**src/rtl/conv_reg_bank_seq.sv**
```systemverilog
// conv_reg_bank_seq: fills a DEPTH x DATA_W register bank from a valid/ready
// word stream, then sweeps MUX_Sel over the loaded entries so a downstream
// word selector emits them one per accepted cycle. Replay re-sweeps the bank
// without reloading it.
module conv_reg_bank_seq #(
    parameter int DATA_W = 16,
    parameter int DEPTH  = 64,
    parameter int SEL_W  = 6
) (
    input  logic                    clk,
    input  logic                    rst,
    input  logic                    Start,
    input  logic                    Replay,
    input  logic [SEL_W:0]          Load_Count,
    input  logic [DATA_W-1:0]       In_Data,
    input  logic                    In_Valid,
    output logic                    In_Ready,
    output logic [DEPTH*DATA_W-1:0] Reg_Outs,
    output logic [SEL_W-1:0]        MUX_Sel,
    output logic                    Sel_Valid,
    input  logic                    Out_Ready,
    output logic                    Busy,
    output logic                    Done,
    output logic                    Err
);

    // Pointers and count are one bit wider than the select so a full-depth
    // count is representable and the last index compares without wrapping.
    localparam int CNT_W = SEL_W + 1;
    localparam logic [CNT_W-1:0] DEPTH_CNT = CNT_W'(DEPTH);
    localparam logic [CNT_W-1:0] ONE_CNT   = CNT_W'(1);

    typedef enum logic [1:0] {
        S_IDLE,
        S_LOAD,
        S_SWEEP
    } state_t;

    state_t           state_reg, state_next;
    logic [CNT_W-1:0] count_reg, count_next;
    logic [CNT_W-1:0] wr_ptr_reg, wr_ptr_next;
    logic [CNT_W-1:0] rd_ptr_reg, rd_ptr_next;
    logic             done_reg, done_next;
    logic             err_reg, err_next;
    logic             wr_en;
    logic [CNT_W-1:0] last_idx;

    assign last_idx = count_reg - ONE_CNT;

    // State, pointers, count and the one-cycle status pulses.
    always_ff @(posedge clk) begin
        if (rst) begin
            state_reg  <= S_IDLE;
            count_reg  <= '0;
            wr_ptr_reg <= '0;
            rd_ptr_reg <= '0;
            done_reg   <= 1'b0;
            err_reg    <= 1'b0;
        end else begin
            state_reg  <= state_next;
            count_reg  <= count_next;
            wr_ptr_reg <= wr_ptr_next;
            rd_ptr_reg <= rd_ptr_next;
            done_reg   <= done_next;
            err_reg    <= err_next;
        end
    end

    // Command decode, load stepping and sweep stepping.
    always_comb begin
        state_next  = state_reg;
        count_next  = count_reg;
        wr_ptr_next = wr_ptr_reg;
        rd_ptr_next = rd_ptr_reg;
        done_next   = 1'b0;
        err_next    = 1'b0;
        wr_en       = 1'b0;
        unique case (state_reg)
            S_IDLE: begin
                // Start has priority; Replay is only looked at without Start.
                if (Start) begin
                    if (Load_Count != '0 && Load_Count <= DEPTH_CNT) begin
                        count_next  = Load_Count;
                        wr_ptr_next = '0;
                        state_next  = S_LOAD;
                    end else begin
                        err_next = 1'b1;
                    end
                end else if (Replay) begin
                    // A zero stored count means nothing was loaded since reset.
                    if (count_reg != '0) begin
                        rd_ptr_next = '0;
                        state_next  = S_SWEEP;
                    end else begin
                        err_next = 1'b1;
                    end
                end
            end
            S_LOAD: begin
                if (In_Valid) begin
                    wr_en       = 1'b1;
                    wr_ptr_next = wr_ptr_reg + ONE_CNT;
                    if (wr_ptr_reg == last_idx) begin
                        rd_ptr_next = '0;
                        state_next  = S_SWEEP;
                    end
                end
            end
            S_SWEEP: begin
                if (Out_Ready) begin
                    if (rd_ptr_reg == last_idx) begin
                        // Park the select at 0 so IDLE always shows index 0.
                        rd_ptr_next = '0;
                        done_next   = 1'b1;
                        state_next  = S_IDLE;
                    end else begin
                        rd_ptr_next = rd_ptr_reg + ONE_CNT;
                    end
                end
            end
            default: state_next = S_IDLE;
        endcase
    end

    // One flop word per entry, driven straight onto its slice of Reg_Outs.
    generate
        for (genvar gi = 0; gi < DEPTH; gi++) begin : g_bank
            logic [DATA_W-1:0] entry_reg;

            // Capture the incoming word only when this entry is the write target.
            always_ff @(posedge clk) begin
                if (rst) begin
                    entry_reg <= '0;
                end else if (wr_en && wr_ptr_reg[SEL_W-1:0] == SEL_W'(gi)) begin
                    entry_reg <= In_Data;
                end
            end

            assign Reg_Outs[gi*DATA_W +: DATA_W] = entry_reg;
        end
    endgenerate

    assign In_Ready  = (state_reg == S_LOAD);
    assign Sel_Valid = (state_reg == S_SWEEP);
    assign Busy      = (state_reg != S_IDLE);
    assign MUX_Sel   = rd_ptr_reg[SEL_W-1:0];
    assign Done      = done_reg;
    assign Err       = err_reg;

endmodule

```
**config.mk**
```make
export PLATFORM = sky130hd
export DESIGN_NAME = conv_reg_bank_seq
export DESIGN_NICKNAME = d
export VERILOG_FILES = /design/src/rtl/conv_reg_bank_seq.sv
export SDC_FILE = /design/constraint.sdc
export NUM_CORES = 2
export LEC_CHECK = 0
export BUFFER_PORTS_ARGS = -buffer_cell sky130_fd_sc_hd__buf_2
export CAP_MARGIN = 25
export CORE_AREA = 4 4 410 412
export CTS_CLUSTER_DIAMETER = 60
export DETAILED_ROUTE_END_ITERATION = 16
export DIE_AREA = 0 0 414 416
export PLACE_DENSITY_LB_ADDON = 0.3
export SLEW_MARGIN = 20
export SYNTH_ARGS = -nofsm -noshare
export SYNTH_HDL_FRONTEND = slang
export SYNTH_SLANG_ARGS = --single-unit
```
**constraint.sdc**
```tcl
create_clock -name clk -period 4.4 [get_ports clk]
set_input_delay 0.22 -clock clk [delete_from_list [all_inputs] [get_ports clk]]
set_output_delay 0.22 -clock clk [all_outputs]
set_load 0.02 [all_outputs]
```
Yosys cells after proc, flatten, opt, wreduce, memory -nomap -nowiden
Index checks and enable logic that the tools add are counted.
Widths: inputs -> output; s select.
- shifts and indexed selects: 0
- equal/unequal tests: 79
- divide/modulo/power cells: 0
- reduce and logical (&&, ||, !) cells: 78
- add/sub/neg operators: 3
- multiply operators: 0
- mux-type cells: 28
- bitwise gates (word level): 3
- order comparisons: 1
- operators by type and width (cell ; count):
    $eq 6x6->1 const B ; 32
    $eq 6x5->1 const B ; 16
    $mux 7 ; 10
    $logic_and 1x1->1 ; 65
    $eq 6x4->1 const B ; 8
    $eq 6x3->1 const B ; 4
    $pmux 7 s3 ; 1
    $mux 2 ; 8
    $add 7x1->7 const B ; 2
    $eq 7x7->1 ; 2
    $pmux 7 s2 ; 1
    $reduce_and 7->1 ; 2
    $reduce_bool 7->1 ; 2
    $eq 6x2->1 const B ; 2
    $ne 2x2->1 const B ; 6
    $ne 3x3->1 const B ; 3
    $le 7x7->1 const B ; 1
    $mux 1 ; 7
    $sub 7x1->7 const B ; 1
    $eq 6x1->1 const B ; 1
    $logic_not 6->1 ; 1
    $ne 2x1->1 const B ; 3
    $pmux 2 s3 ; 1
    $reduce_and 4->1 ; 1
    other kinds (9) ; 12
- word-level logic and storage cells: 262
- input bits: 29
- latch bits: 0
- ROM bits: 0
- RAM bits: 0
- register bits: 1049
- output and inout bits: 1035
- memories kept: 0

Depth between registers and ports, before layout
- word-level depth: 5
- depth in mapped cells: 12
- depth with buffers taken out: 8

Least setup slack after synthesis
Ideal clock, no wire load.
- path kind: register to register
- start: register count_reg[0]
- end: register state_reg[0]
- period minus slack after synthesis: 3.052 ns
- stages on the path, launching flop included: 11
- setup slack: 1.348 ns
- library setup time: 0.070 ns
- data arrival time: 2.982 ns
- buffers on the path: 2
- data required time: 4.330 ns
- path through: dfxtp_1 clkbuf_1 inv_1 ha_1 or3b_1 buf_2 a2111oi_4 or4b_1 o32a_1 or4_1 a21oi_1
- cells in the longest elaborated chain, start to end: 4
- elaborated cells on any way between the ends: 8
- classes of those cells: add/sub: 1; eq/ne: 5; reduce/logical: 2
- RTL lines (item ; line ; text):
    start, declared ; 40 ; logic [CNT_W-1:0] count_reg, count_next;
    start signal, assigned ; 61 ; count_reg <= count_next;
    $sub 7x1->7 ; 48 ; assign last_idx = count_reg - ONE_CNT;
    $eq 7x7->1, on equally long branches ; 111, 103 ;
    $ne 2x1->1 (no source line) ; - ;
    $reduce_and 7->1 (no source line) * ; - ;
    end signal, assigned ; 60 ; state_reg <= state_next;
    end, declared ; 39 ; state_t state_reg, state_next;
Mark *: on every way between the ends. The rest lies on a longest branch, timed or not.
A chain may end at the register's enable or synchronous reset.

Worst setup path after layout
- start: register count_reg[0]
- end: register rd_ptr_reg[0]
- cells in the longest elaborated chain, start to end: 5
- elaborated cells on any way between the ends: 10
- classes of those cells: add/sub: 1; eq/ne: 4; mux: 3; reduce/logical: 2
- RTL lines (item ; line ; text):
    $sub 7x1->7 ; 48 ;
    $eq 7x7->1 ; 111 ; if (rd_ptr_reg == last_idx) begin
    $mux 7 ; 111 ;
    $mux 7 ; 110 ; if (Out_Ready) begin
    $pmux 7 s3 ; 78 ; unique case (state_reg)
    end signal, assigned ; 63 ; rd_ptr_reg <= rd_ptr_next;
    end, declared ; 42 ; logic [CNT_W-1:0] rd_ptr_reg, rd_ptr_next;
Several ways; a longest one is shown, not always the timed one. The select of a mux whose other input is x is not followed.

==> metrics.md <==
| Metric | Value |
|---|---|
| Sequential share of power | `between 40% and 50%` |
| Final Setup Violations | `0` |
| IO Count | `between 1k and 1.5k` |
| Final count of pins violating max slew | `0` |
| DR pass1 iterations | `6` |
| Peak Freq | `between 300 and 400 MHz` |
| Static Leakage | `0.0197 uW` |
| Comb pwr share | `6.5%` |
| Routed wire length | `between 150 and 200 mm` |
| Number of core rows | `between 100 and 150` |
| Number of antenna-violating nets in the routed design | `0` |
| Dominant synthesized flop cell | `dfxtp_1` |
| Clk network pwr share | `roughly half` |
| Gate count after technology mapping | `around 4.8k` |
| Count of vias placed by the detailed router | `between 30k and 40k` |
| Cell type of the slowest stage on the worst timing path | `o32ai_1` |
| Global-route wire length before repair | `about 260 mm` |
| Core region area | `about 160000 um2` |
| Hold Vio Cnt, Final | `0` |
| Routed vias/inst | `about 4.5` |
| Max-capacitance violation count | `0` |
| Count of flip-flops with a built-in enable after synthesis | `0` |
| Unrepaired setup endpoints after global routing | `false` |
| Full die area | `about 170000 um2` |
| H-Tree Depth | `3` |
| Nets | `5833` |
| Internal Pwr Total | `approximately 16000 uW` |
| Library cell occupying the most area in the post-synthesis netlist | `dfxtp_1` |
| Grt total ovfl | `0` |
| Share of synthesized area occupied by flip-flops and latches | `between 50% and 60%` |
| P per Cell Area | `434 nW/um2` |
| Outcome | `finished, final reports clean` |
| Clock insertion delay at the later pin of the skew report | `~0.8 ns` |
| Clock edge transition at the registers on the reported setup and hold paths | `roughly 0.06 ns` |
| TritonCTS clock tree | `yes` |
| Final GP Congestion | `0.809` |
| Number of global-route vias before repair | `about 34k` |
| Largest fanout of any net on the critical path | `6` |
| First-iteration detailed-routing DRC count | `~3k` |
| Root buffer selected by CTS | `clkbuf_16` |
| Switching portion of total power | `around 25%` |
| DRC violation count after routing | `0` |
| Chip height | `~420 um` |
| Mapped Avg Cell Area | `roughly 7.7 um2` |
| Count of unique library cells instantiated by Yosys | `44` |
| Remaining max-slew budget at the tightest pin | `29.8%` |
| Dominant cells by area after synthesis | `dfxtp_1 57%, nand2_1 21%, a21oi_1 14%` |
| Relative area change from synthesis to final layout | `32.9%` |
| Horizontal extent of the die | `around 410 um` |
| Critical path cell sequence | `inv_1 > ha_1 > or3b_1 > a2111oi_4 > or4b_1 > o32ai_1 > nand3_1 > o31ai_1` |
| Maximum buffer depth of the clock tree | `3` |
| Antenna violations before repair | `7` |
| Minimum clock period | `roughly 3.3 ns` |
| GRT Resource Usage Total | `about a fifth` |
| Max reg flops | `1024` |
| Worst Path Arrival | `between 3 and 4 ns` |
| Post-synthesis cell area | `~37000 um2` |
| Number of CTS-inserted buffers | `~120` |
| Required time of the worst setup path | `5.06 ns` |
| Average detailed-routed wire length per instance | `~24 um` |
| Commonest cells after routing, fill and taps aside | `2104 x nand2_1, 1049 x dfxtp_1, 1046 x buf_2, 1028 x a21oi_1, 136 x buf_4` |
| Share of final-layout standard cells stronger than drive strength 1 | `24.3%` |
| Slew at the pin with the worst max-slew slack | `approximately 1.1 ns` |
| Post-CTS Repair Setup Buffers | `0` |
| Max IR drop VDD | `0.376 mV` |
| Pre-CTS worst setup slack | `1.02 ns` |
| Post-route clock skew | `about 0.041 ns` |
| Proportion of register bits with asynchronous set or reset after synthesis | `0%` |
| Total negative setup slack | `0 ns` |
| Effective utilization at floorplan | `around 23%` |
| Clock tree sinks | `1049` |
| Largest net degree at the start of global routing | `124` |
| Category of the worst setup path launch point | `flip-flop` |
| Final-layout fill cell count | `about 18k` |
| #FFs+latches synth | `between 1k and 1.5k` |
| Worst-case setup margin in the final layout | `about 1.1 ns` |
| CP Class | `reg2reg` |
| Yosys warning count | `0` |
| Share of the synthesized area in the top cell type | `56.5%` |
| Hpwl dp | `around 130 mm` |
| Maximum single-stage delay on the critical path | `0.61 ns` |
| Post-synth net total | `~4.9k` |
| Class of the worst hold path | `in2reg` |
| Reported net switching power | `approximately 5400 uW` |
| # resized after CTS | `0` |
| Number of buffer cells added on primary ports | `around 1.1k` |
| Quantity of hold-fixing buffers added after cts | `26` |
| Most frequent standard cell in the layout excluding fill and tap cells | `nand2_1` |
| Kind of end point of the critical path | `flip-flop` |
| Final worst path period share | `75.4%` |
==> logic make-up (layout without fill, tap and decap cells) <==
logic type | after synthesis | after routing | synth area share [%]
other cells | 0 | 3 | 0
buf+inv | 404 | 1455 | 4.15
simple gates | 2286 | 2286 | 23.6
flops | 1049 | 1049 | 56.5
xor+xnor | 29 | 29 | 0.721
compound gates | 1058 | 1058 | 14.5
fa+ha+maj | 9 | 9 | 0.303
mux | 8 | 8 | 0.219
==> worst max-delay path, delay by kind of cell (launching register included) <==
kind | cells | cell delay (ns)
AO/OA/AOI/OAI | 3 | 1.21
adder cells (fa/ha/maj) | 1 | 0.21
buffers and inverters | 1 | 0.09
flip-flops | 1 | 0.38
AND/OR/NAND/NOR | 3 | 1.35
==> routing by layer <==
layer / part of all wire [%] / global-route usage, %
met1: 41 / 25.9
met2: 48 / 35.7
met3: 7.1 / 5.18
met4: 4.1 / 8.10
met5: 0 / 0
==> through the flow <==
stage / cell area, um2 / hold slack, ns / total power (uW) / utilization, % / std cells
after global routing: 49400 / 0.0482 / 22100 / 30.0 / 8084
after detailed placement: 45000 / 0.443 / 11200 / 27.3 / 7834
after floorplan: 37200 / 0.347 / 10400 / - / 4843
after global placement: 44900 / 0.439 / 11200 / 27.3 / 7830
after CTS: 49400 / 0.00529 / 21600 / 30.0 / 8082
final: 49400 / 0.0422 / 21400 / 30.0 / 8086
==> layout make-up <==
class / instances / area (um2) / share of cell area, %
flip-flops and latches: 1049 / 21000 / 42.5
multi-input cells: 3390 / 14700 / 29.8
repair buffers: 1221 / 6740 / 13.6
clock buffers: 171 / 3520 / 7.13
well taps: 2189 / 2740 / 5.55
clock inverters: 51 / 628 / 1.27
inverters: 12 / 45.0 / 0.0912
diodes: 3 / 7.51 / 0.0152
==> path summary, 6_finish.rpt <==
kind,start,endpoint,slack (ns),depth (start not counted)
max,count_reg[0],rd_ptr_reg[0],1.08,8
min,rst,g_bank[6].entry_reg[4],0.04,2
max reg2reg,count_reg[0],rd_ptr_reg[0],1.08,8
min reg2reg,g_bank[7].entry_reg[5],g_bank[7].entry_reg[5],0.45,2
==> synth_stat cells (2+ instances only) <==
cell and count:
nand4_1 7, nor3_1 6, buf_4 6, and2_1 5
and3_1 5, xnor2_1 17, mux2i_1 7, inv_1 12
a31oi_1 3, dfxtp_1 1049, buf_1 4, or2_2 2
ha_1 9, nand3_1 46, nor2_1 87, o21ai_0 9
nor2b_1 7, clkbuf_1 381, a211o_1 2, o31ai_1 3
or3_1 5, a21oi_1 1028, o211ai_1 5, or4_1 2
nor3b_1 2, nand2_1 2104, xor2_1 11, nor4_1 3
==> power groups by stage <==
stage / logic, uW / registers [uW] / clock network, uW
after floorplan: 656 / 9790 / 0
after global placement: 1380 / 9780 / 0
after detailed placement: 1390 / 9780 / 0
after CTS: 1410 / 9570 / 10700
after global routing: 1470 / 9570 / 11000
final: 1380 / 9570 / 10500
Note: power is estimated with default switching activity, not from simulation.
